<file path="config.mk">
export PLATFORM = sky130hd
export DESIGN_NAME = vc_fifo
export DESIGN_NICKNAME = d
export VERILOG_FILES = /design/src/rtl/vc_fifo.sv
export SDC_FILE = /design/constraint.sdc
export NUM_CORES = 1
export LEC_CHECK = 0
export CAP_MARGIN = 15
export CORE_MARGIN = 8
export CORE_UTILIZATION = 48
export CTS_CLUSTER_SIZE = 16
export DETAILED_ROUTE_END_ITERATION = 8
export DONT_BUFFER_PORTS = 1
export GPL_TIMING_DRIVEN = 0
export PLACE_DENSITY = 0.7
export RECOVER_POWER = 50
export SKIP_LAST_GASP = 1
export SLEW_MARGIN = 40
export SYNTH_ARGS = -nofsm -noshare
export SYNTH_HDL_FRONTEND = slang
export SYNTH_SLANG_ARGS = --single-unit
</file>
<file path="constraint.sdc">
create_clock -name clk -period 7.15 [get_ports clk]
set_clock_uncertainty 0.05 [all_clocks]
set_input_delay 0.3575 -clock clk [delete_from_list [all_inputs] [get_ports clk]]
set_output_delay 0.3575 -clock clk [all_outputs]
set_load 0.05 [all_outputs]
</file>
<file path="src/rtl/vc_fifo.sv">
// Per-VC flit buffer: NUM_VC circular queues share one write and one read port. Read data is
// fall-through (0 cycles) and flags follow registered counts. Pushes to a full VC are dropped into ovf_err.
module vc_fifo #(
    parameter int DATA_W  = 32,
    parameter int NUM_VC  = 2,
    parameter int DEPTH   = 4,
    parameter int PKT_LEN = 4,
    localparam int VC_W   = (NUM_VC > 1) ? $clog2(NUM_VC) : 1,
    localparam int CNT_W  = $clog2(DEPTH + 1),
    localparam int PTR_W  = (DEPTH > 1) ? $clog2(DEPTH) : 1
) (
    input  logic              clk,
    input  logic              rst,
    input  logic              wr_en,
    input  logic [VC_W-1:0]   wr_vc,
    input  logic [DATA_W-1:0] wr_data,
    input  logic              rd_en,
    input  logic [VC_W-1:0]   rd_vc,
    output logic [DATA_W-1:0] rd_data,
    output logic [NUM_VC-1:0] empty,
    output logic [NUM_VC-1:0] full,
    output logic [NUM_VC-1:0] ordy,
    output logic [NUM_VC-1:0] credit,
    output logic              ovf_err,
    output logic              udf_err
);

    logic [DATA_W-1:0] mem_q [NUM_VC][DEPTH];

    logic [CNT_W-1:0]  cnt_q    [NUM_VC];
    logic [CNT_W-1:0]  cnt_d    [NUM_VC];
    logic [PTR_W-1:0]  wr_ptr_q [NUM_VC];
    logic [PTR_W-1:0]  wr_ptr_d [NUM_VC];
    logic [PTR_W-1:0]  rd_ptr_q [NUM_VC];
    logic [PTR_W-1:0]  rd_ptr_d [NUM_VC];
    logic [NUM_VC-1:0] credit_q, credit_d;
    logic              ovf_q, ovf_d;
    logic              udf_q, udf_d;

    logic              wr_vc_ok, rd_vc_ok;
    logic [VC_W-1:0]   wr_idx, rd_idx;
    logic              push, pop;

    function automatic logic [PTR_W-1:0] ptr_inc(input logic [PTR_W-1:0] p);
        return (p == PTR_W'(DEPTH - 1)) ? '0 : p + PTR_W'(1);
    endfunction

    // Out-of-range VC indices are steered to VC0 only for array addressing; they never push or pop.
    assign wr_vc_ok = 32'(wr_vc) < 32'(NUM_VC);
    assign rd_vc_ok = 32'(rd_vc) < 32'(NUM_VC);
    assign wr_idx   = wr_vc_ok ? wr_vc : '0;
    assign rd_idx   = rd_vc_ok ? rd_vc : '0;

    always_comb begin
        empty = '0;
        full  = '0;
        ordy  = '0;
        for (int v = 0; v < NUM_VC; v++) begin
            empty[v] = (cnt_q[v] == '0);
            full[v]  = (cnt_q[v] == CNT_W'(DEPTH));
            ordy[v]  = ((CNT_W'(DEPTH) - cnt_q[v]) >= CNT_W'(PKT_LEN));
        end
    end

    always_comb begin
        pop   = rd_en & rd_vc_ok & ~empty[rd_idx];
        push  = wr_en & wr_vc_ok & (~full[wr_idx] | (pop & (rd_idx == wr_idx)));
        ovf_d = ovf_q | (wr_en & ~push);
        udf_d = udf_q | (rd_en & ~pop);
        credit_d = '0;
        for (int v = 0; v < NUM_VC; v++) begin
            wr_ptr_d[v] = wr_ptr_q[v];
            rd_ptr_d[v] = rd_ptr_q[v];
            cnt_d[v]    = cnt_q[v];
            if (push && (wr_idx == VC_W'(v))) begin
                wr_ptr_d[v] = ptr_inc(wr_ptr_q[v]);
                cnt_d[v]    = cnt_d[v] + CNT_W'(1);
            end
            if (pop && (rd_idx == VC_W'(v))) begin
                rd_ptr_d[v] = ptr_inc(rd_ptr_q[v]);
                cnt_d[v]    = cnt_d[v] - CNT_W'(1);
                credit_d[v] = 1'b1;
            end
        end
    end

    always_comb begin
        rd_data = '0;
        if (rd_vc_ok && !empty[rd_idx]) begin
            rd_data = mem_q[rd_idx][rd_ptr_q[rd_idx]];
        end
    end

    always_ff @(posedge clk) begin
        if (rst) begin
            for (int v = 0; v < NUM_VC; v++) begin
                cnt_q[v]    <= '0;
                wr_ptr_q[v] <= '0;
                rd_ptr_q[v] <= '0;
            end
            credit_q <= '0;
            ovf_q    <= 1'b0;
            udf_q    <= 1'b0;
        end else begin
            for (int v = 0; v < NUM_VC; v++) begin
                cnt_q[v]    <= cnt_d[v];
                wr_ptr_q[v] <= wr_ptr_d[v];
                rd_ptr_q[v] <= rd_ptr_d[v];
            end
            credit_q <= credit_d;
            ovf_q    <= ovf_d;
            udf_q    <= udf_d;
        end
    end

    // Payload storage carries no reset; stale entries are unreachable once the counts clear.
    always_ff @(posedge clk) begin
        if (push) begin
            mem_q[wr_idx][wr_ptr_q[wr_idx]] <= wr_data;
        end
    end

    assign credit  = credit_q;
    assign ovf_err = ovf_q;
    assign udf_err = udf_q;

endmodule
</file>
==> reports/results.ini, run 1 <==
[run_status]
outcome=finished, final reports clean

[clock_network]
path_clk_slew_ps=60
numCtsBuffers=28
clockBufferDepth=3
cts_root_buf=clkbuf_16
htreeDepth=1
clock-sinks=274
clk_latency_ps=540
cts_resized=0
cts_tree=done
post_cts_buffers=0

[drt]
drt_iter0_drc=366
viasPerCell=5.78
ant_nets=0
num_vias=5972
drc_errors=0
wl_per_cell_um=22.8
dr.pass1.iters=5
routed_wl_um=23600

[timing]
fin_crit_ps=4420
tightestPinTransition_ps=1370
slew_violations=0
slew_headroom_pct=8.78
holdWs_ps=46.3
totalNegativeSetupSlack_ps=0
setup_viol=0
rsz0062_at_grt=no
postLayoutSetupSlackWorst_ps=2730
period_share_pct=61.8
finalHoldViolCount=0
clock.fmax_mhz=226

[yosys]
synth_most_common_cell=edfxtp_1
yosys.area.top_type_share_pct=70.0
syn_nets=701
yosys.area.top_type=edfxtp_1
synth_common_cells=edfxtp_1, mux2i_1
ys_ff_latch=274
yosysSeqAreaShare_pct=73.2
ys_top_cells_by_area=edfxtp_1, mux2i_1, dfxtp_1, a211o_1, o221ai_1
async_flop_share_pct=0
synthCells=649
ys_types=39
syn_area_per_cell_um2=16.9
ys.flop_type=edfxtp_1
synth_warnings=0
netlist_area_um2=11000
synth_edf_count=256

[setup_path]
crit_arrival_ps=4600
crit_fanout=18
reg2reg_depth=11
crit_required_ps=7340
path_class=register to register
start_kind=register
cp-end-kind=register

[power]
finalPower_mw=3.68
p_leak_nw=4.60
peakVddDrop_uv=178
p_per_area_nw_per_um2=284

[floorplan]
core_area_um2=22600
io_pins=80
die_h_um=167
fp.dieW_um=167
die_area_um2=28000
start_util_pct=48.7
placementRows=55

[cells_and_area]
final_layout_size_suffix_gt1_share_pct=15.9
area_growth_syn_to_layout_pct=18.1
fin_nets=782
fin_cells=1034

[worst_hold_path]
min_path_cells=2
hold_class=input port to register

[placement]
placed_cells=951
gp_congestion=0.784
dpl_worst_slack_ps=3640
dp_hpwl_um=15200
port_buffers=0

[flow_run]
cap_violations=0

[global_routing]
grt_pass1_wl_um=35700
grt_max_degree=33
grt_use_total_pct=16.3
gr-total-overflow=0
first_global_vias=6094
antenna_found_initial=2

path summary, 6_finish.rpt:
kind	from	slack (ps)	to
hold reg to reg	cnt_q[0][1]	510	cnt_q[0][1]
hold / removal	wr_en	50	ovf_err
setup reg to reg	cnt_q[0][0]	2730	mem_q[0][80]
setup / recovery	cnt_q[0][0]	2730	mem_q[0][80]
timing repair:
action | in CTS | in global routing
endpoints found under the hold margin | 258 | 0
hold buffers | 34 | 0
endpoints found under the setup margin | 0 | 0
critical path: stages, from the launching register on:
cell and delay, ps:
dfxtp_1 390, inv_1 100, ha_1 240, ha_1 460
or3b_1 440, clkbuf_1 280, a21oi_4 230, clkbuf_1 400
nand2_1 160, nor2_4 90, clkbuf_1 990, buf_16 250
state kept, by name (all words and copies together) (netlist names):
name      count
udf_err       1
wr_ptr_q      4
credit        2
ovf_err       1
cnt_q         6
mem_q       256
rd_ptr_q      4
cells in the final DEF, fill, tap and decap left out, drive strengths merged:
| cell type | instances |
|---|---|
| a211o | 32 |
| a211oi | 32 |
| a21boi | 1 |
| a21o | 1 |
| a21oi | 9 |
| a311oi | 1 |
| a41oi | 1 |
| and2 | 1 |
| and3 | 2 |
| and3b | 1 |
| buf | 36 |
| bufinv | 1 |
| clkbuf | 54 |
| clkinv | 14 |
| clkinvlp | 1 |
| dfxtp | 18 |
| diode | 1 |
| dlygate4sd3 | 34 |
| edfxtp | 256 |
| ha | 14 |
| inv | 12 |
| mux2 | 3 |
| mux2i | 106 |
| nand2 | 5 |
| nand2b | 1 |
| nand3 | 3 |
| nand3b | 2 |
| nor2 | 26 |
| nor2b | 32 |
| nor3 | 2 |
| nor3b | 3 |
| nor4bb | 1 |
| o21ai | 1 |
| o221ai | 32 |
| o32a | 1 |
| or3 | 1 |
| or3b | 2 |
| xnor2 | 6 |
stage by stage:
stage	area, µm²	util, %
finish	13000	57.5
global route	13000	57.5
CTS	13000	57.7
detailed placement	11800	52.5
global placement	11300	50.3
floorplan	11000	-
layer usage:
layer | part of all wire, % | vias up | GRT usage [%]
met1 | 43 | 3051 | 20.7
met2 | 50 | 144 | 28.0
met5 | 0.059 | - | 0
li1 | - | 2739 | -
met3 | 5.7 | 36 | 3.67
met4 | 1.6 | 2 | 4.27
kinds of logic after synthesis:
kind of cell / share of synthesized area [%]
AND/OR/NAND/NOR: 4.07
adder cells (fa/ha/maj): 1.59
flip-flops: 73.2
multiplexers: 9.96
buffers and inverters: 2.36
XOR/XNOR: 0.478
AO/OA/AOI/OAI: 8.30
power breakdown:
| group | switching [mW] | internal, mW |
|---|---|---|
| Combinational | 0.381 | 0.143 |
| Sequential | 0.0244 | 1.80 |
| Clock | 0.570 | 0.765 |
final cells by class:
| type | count | area (µm²) |
|---|---|---|
| Antenna cell | 1 | 2.50 |
| Buffer | 42 | 206 |
| Clock buffer | 31 | 733 |
| Clock inverter | 17 | 105 |
| Fill cell | 1652 | 9590 |
| Inverter | 11 | 41.3 |
| Multi-Input combinational cell | 322 | 2920 |
| Sequential cell | 274 | 8050 |
| Tap cell | 285 | 357 |
| Timing Repair Buffer | 51 | 563 |
No activity file was read; power rests on OpenSTA's default activity.
==> run 2: changes to the inputs <==
PLACE_DENSITY = 0.72   (was 0.7)
clock period = 4 ns   (was 7.15 ns; I/O delays follow)
==> run 2 against run 1 <==
Setup slack got worse by 2500 ps. Total power increased by 76%. The flow now finishes with violations (negative hold slack). Largest cell class unchanged. Routed wire length increased by 2.0%. Final cell count decreased by 0.48%. Utilization decreased by 0.42 points. Combinational power increased by 78%.
==> reports/results.ini, run 2 (same netlist as run 1, synthesis figures left out) <==
[setup_path]
crit_required_ps=3750  ; was 7340 ps
r2r_setup_slack_ps=310  ; was 2730 ps
crit_fanout=10  ; was 18
reg2reg_from=cnt_q[0][0]  ; unchanged
start_kind=register  ; unchanged
r2r_end=cnt_q[0][2]  ; was mem_q[0][80]
crit_arrival_ps=3480  ; was 4600 ps
cp-end-kind=output pin  ; was register
reg2reg_depth=14  ; was 11
path_class=register to output pin  ; was register to register

[floorplan]
placementRows=55  ; unchanged
die_h_um=167  ; unchanged
io_pins=80  ; unchanged
fp.dieW_um=167  ; unchanged
die_area_um2=28000  ; unchanged
core_area_um2=22600  ; unchanged
start_util_pct=48.7  ; unchanged

[drt]
dr.pass1.iters=7  ; was 5
routed_wl_um=24100  ; was 23,600 µm
num_vias=5965  ; was 5,972
viasPerCell=5.80  ; was 5.78
ant_nets=0  ; unchanged
drt_iter0_drc=453  ; was 366
wl_per_cell_um=23.4  ; was 22.8 µm
drc_errors=0  ; unchanged

[cells_and_area]
final_layout_size_suffix_gt1_share_pct=14.7  ; was 15.9%
largest_reg_flops=256  ; unchanged
final_common_cell=edfxtp_1  ; unchanged
fin_area_um2=12900  ; was 13,000 µm²
area_growth_syn_to_layout_pct=17.3  ; was 18.1%
fill_cells=1680  ; was 1,652
fin_nets=777  ; was 782
final_cell_mix=edfxtp_1, mux2i_1, dlygate4sd3_1  ; unchanged

[clock_network]
post_cts_buffers=0  ; unchanged
cts_root_buf=clkbuf_16  ; unchanged
clk_latency_ps=530  ; was 540 ps
cts_hold_buf=36  ; was 34
clockBufferDepth=3  ; unchanged
clock-sinks=274  ; unchanged
cts_tree=done  ; unchanged
path_clk_slew_ps=60  ; about the same
htreeDepth=1  ; unchanged
numCtsBuffers=27  ; was 28
cts_resized=0  ; unchanged

[timing]
rsz0062_at_grt=no  ; unchanged
setup_viol=0  ; unchanged
slew_violations=0  ; unchanged
finalHoldViolCount=1  ; was 0
slew_headroom_pct=44.1  ; was 8.78%
clock.fmax_mhz=268
holdWs_ps=-2.40  ; was 46.3 ps
period_share_pct=93.3
fin_crit_ps=3730
tightestPinTransition_ps=838  ; was 1370 ps

[worst_hold_path]
hold-path-endpoint=cnt_q[0][1]  ; was ovf_err
hold_class=input port to register  ; unchanged
worstHoldStart=wr_en  ; unchanged
min_path_cells=3  ; was 2

[flow_run]
cap_violations=0  ; unchanged

[global_routing]
grt_use_total_pct=16.9  ; was 16.3%
grt_pass1_wl_um=36900  ; was 35,700 µm
antenna_found_initial=2  ; unchanged
first_global_vias=6256  ; was 6,094
gr-total-overflow=0  ; unchanged
grt_max_degree=33  ; unchanged

[placement]
port_buffers=0  ; unchanged
dp_hpwl_um=15400  ; was 15,200 µm
gp_congestion=0.736  ; was 0.784
place_area_um2=11800  ; about the same

[power]
p_per_area_nw_per_um2=503  ; was 284 nW/µm²
peakVddDrop_uv=349  ; was 178 µV
p_leak_nw=4.54  ; was 4.60 nW

[run_status]
outcome=complete, but fails checks  ; was finished, final reports clean
violations=negative hold slack

==> run 2: changes by cell type in the layout (fill, tap and decap cells not counted), sizes merged <==
cell	before	now
buf	36	32
dlygate4sd3	34	36
clkinv	14	9
clkbuf	54	56
==> run 2: area by class of cell <==
| class | count | area (µm²) | area share (%) |
|---|---|---|---|
| sequential | 274 | 8050 | 62.5 |
| buffer | 42 | 213 | 1.65 |
| timing repair buffer | 47 | 513 | 3.98 |
| clock inverter | 12 | 83.8 | 0.651 |
| multi-input combinational | 322 | 2920 | 22.7 |
| tap | 285 | 357 | 2.77 |
| inverter | 11 | 41.3 | 0.320 |
| clock buffer | 35 | 706 | 5.48 |
| antenna | 1 | 2.50 | 0.0194 |
==> run 2: through the flow <==
stage / power [mW] / worst slack, ps / cells / setup TNS, ps / utilization [%]
5_1_grt: 6.69 / 52.8 / 1029 / 0 / 57.1
6_report: 6.48 / 267 / 1029 / 0 / 57.1
4_1_cts: 6.53 / 255 / 1028 / 0 / 57.2
3_3_place_gp: 4.11 / -981 / 934 / -144610 / 50.3
2_1_floorplan: 3.96 / 221 / 649 / 0 / -
3_5_place_dp: 4.21 / 625 / 945 / 0 / 52.1
==> run 2: how the worst max path moves through the flow <==
stage               cells after the start           end        start  slack (ps)
floorplan                               9  mem_q[0][32]  cnt_q[0][0]         220
global placement                        8  mem_q[1][45]  cnt_q[0][3]        -980
detailed placement                     14   cnt_q[0][2]  cnt_q[0][0]         630
CTS                                     7   rd_data[16]  cnt_q[0][3]         250
global route                           14   cnt_q[0][2]  cnt_q[0][0]          50
finish                                  7   rd_data[15]  cnt_q[0][3]         270
==> run 2: power by group <==
group	internal, mW	switching (mW)	total (mW)
clock	1.30	0.987	2.29
combinational	0.254	0.680	0.934
sequential	3.22	0.0440	3.26
==> run 2: worst max-delay path, stage by stage (launching register included) <==
cell and delay [ps]:
dfxtp_1 420, inv_1 70, ha_1 220, ha_1 440, or3b_2 550, clkbuf_1 210
clkbuf_2 360, o221ai_2 680
==> run 2: layer usage <==
metal | share of wire [%] | global-route usage (%)
met5 | 0.042 | 0
met4 | 2.1 | 5.36
met3 | 5.8 | 3.55
met2 | 50 | 29.0
met1 | 42 | 21.1
==> run 3: changes to the inputs <==
CORE_MARGIN = 2   (was 8)
CTS_CLUSTER_DIAMETER = 50   (was default)
PLACE_DENSITY = 0.68   (was 0.72)
==> run 3 against run 2 <==
The flow now finishes without violations. Sequential cell count is the same. Sequential share of layout area shrank 0.22 points. Setup slack gained 93 ps. Die area shrank 14%.
==> reports/results.ini, run 3 (same netlist as run 1, synthesis figures left out) <==
[run_status]
outcome=finished, final reports clean  ; was complete, but fails checks

[placement]
dpl_worst_slack_ps=535  ; was 625 ps
port_buffers=0  ; unchanged
placed_cells=947  ; was 945
gp_congestion=0.749  ; was 0.736
dp_hpwl_um=14800  ; was 15,400 µm

[drt]
routed_wl_um=23000  ; was 24,100 µm
dr.pass1.iters=4  ; was 7
wl_per_cell_um=22.4  ; was 23.4 µm
drt_iter0_drc=484  ; was 453
drc_errors=0  ; unchanged
num_vias=5933  ; was 5,965
viasPerCell=5.78  ; was 5.80
ant_nets=0  ; unchanged

[setup_path]
path_class=register to output pin  ; unchanged
crit_required_ps=3750  ; about the same
crit_arrival_ps=3390  ; was 3480 ps
start_kind=register  ; unchanged
crit_fanout=10  ; unchanged
cp-end-kind=output pin  ; unchanged

[cells_and_area]
fin_cells=1026  ; was 1,029
fin_util_pct=57.3  ; was 57.1%
final_cell_mix=edfxtp_1, mux2i_1, dlygate4sd3_1  ; unchanged
final_layout_size_suffix_gt1_share_pct=15.6  ; was 14.7%
fin_nets=776  ; was 777
largest_reg_flops=256  ; unchanged
final_common_cell=edfxtp_1  ; unchanged
area_growth_syn_to_layout_pct=17.7  ; was 17.3%

[timing]
finalHoldViolCount=0  ; was 1
totalNegativeSetupSlack_ps=0  ; unchanged
clock.fmax_mhz=275  ; was 268 MHz
period_share_pct=91.0  ; was 93.3%
tightestPinTransition_ps=914  ; was 838 ps
slew_headroom_pct=39.0  ; was 44.1%
postLayoutSetupSlackWorst_ps=360  ; was 267 ps
slew_violations=0  ; unchanged
rsz0062_at_grt=no  ; unchanged
setup_viol=0  ; unchanged
fin_crit_ps=3640  ; was 3730 ps

[floorplan]
die_area_um2=24100  ; was 28,000 µm²
io_pins=80  ; unchanged
die_h_um=155  ; was 167 µm
start_util_pct=48.7  ; unchanged
placementRows=55  ; unchanged
core_area_um2=22600  ; unchanged
fp.dieW_um=155  ; was 167 µm

[clock_network]
clockBufferDepth=3  ; unchanged
clock-sinks=274  ; unchanged
cts_resized=0  ; unchanged
clk_latency_ps=510  ; was 530 ps
post_cts_buffers=0  ; unchanged
htreeDepth=1  ; unchanged
cts_hold_buf=36  ; unchanged
path_clk_slew_ps=60  ; about the same
numCtsBuffers=24  ; was 27
cts_root_buf=clkbuf_16  ; unchanged
cts_tree=done  ; unchanged

[power]
finalPower_mw=6.38  ; was 6.48 mW
p_per_area_nw_per_um2=493  ; was 503 nW/µm²
peakVddDrop_uv=324  ; was 349 µV
p_leak_nw=4.56  ; was 4.54 nW

[global_routing]
grt_max_degree=33  ; unchanged
gr-total-overflow=0  ; unchanged
grt_pass1_wl_um=34700  ; was 36,900 µm
grt_use_total_pct=18.9  ; was 16.9%
antenna_found_initial=2  ; unchanged
first_global_vias=6007  ; was 6,256

[flow_run]
cap_violations=0  ; unchanged

[worst_hold_path]
hold_class=input port to register  ; unchanged

-- run 3: area by class of cell --
class / count / area [µm²]
antenna: 2 / 5.00
buffer: 42 / 214
clock buffer: 26 / 629
clock inverter: 15 / 115
fill: 1695 / 9640
inverter: 11 / 41.3
multi-input combinational: 322 / 2940
sequential: 274 / 8050
tap: 285 / 357
timing repair buffer: 49 / 586
-- run 3: critical path: stages (launching register included) --
cell and delay, ps:
dfxtp_1 410, inv_1 80, ha_1 220, ha_1 420, or3b_2 520, clkbuf_1 190
clkbuf_2 330, o221ai_2 690
-- run 3: layer usage --
| layer | part of all wire, % | track usage, % | wire length [µm] |
|---|---|---|---|
| met4 | 2.0 | 5.42 | 458 |
| met1 | 41 | 24.4 | 9430 |
| met2 | 50 | 33.0 | 11600 |
| met5 | 0 | 0 | 0 |
| met3 | 6.6 | 3.62 | 1530 |
-- run 3: through the flow --
stage          cell area [µm²]  hold WS (ps)
2_1_floorplan            11000           249
3_5_place_dp             11800           249
3_3_place_gp             11400           249
5_1_grt                  12900          56.9
6_report                 12900          60.4
4_1_cts                  12900          17.7
-- run 3: path summary, 6_finish.rpt --
kind                            cells past startpoint       endpoint  slack (ps)   startpoint
worst max-delay path                                7    rd_data[30]         360  cnt_q[0][3]
worst min-delay path                                3    cnt_q[0][1]          60        wr_en
worst max register to register                     10  mem_q[0][113]         390  cnt_q[0][0]
worst min register to register                      2    cnt_q[0][1]         500  cnt_q[0][1]
-- run 3: power by group --
part / switching [mW] / leakage (nW) / internal (mW)
Clock: 0.988 / 0.358 / 1.21
Combinational: 0.674 / 1.73 / 0.257
Sequential: 0.0420 / 2.47 / 3.21
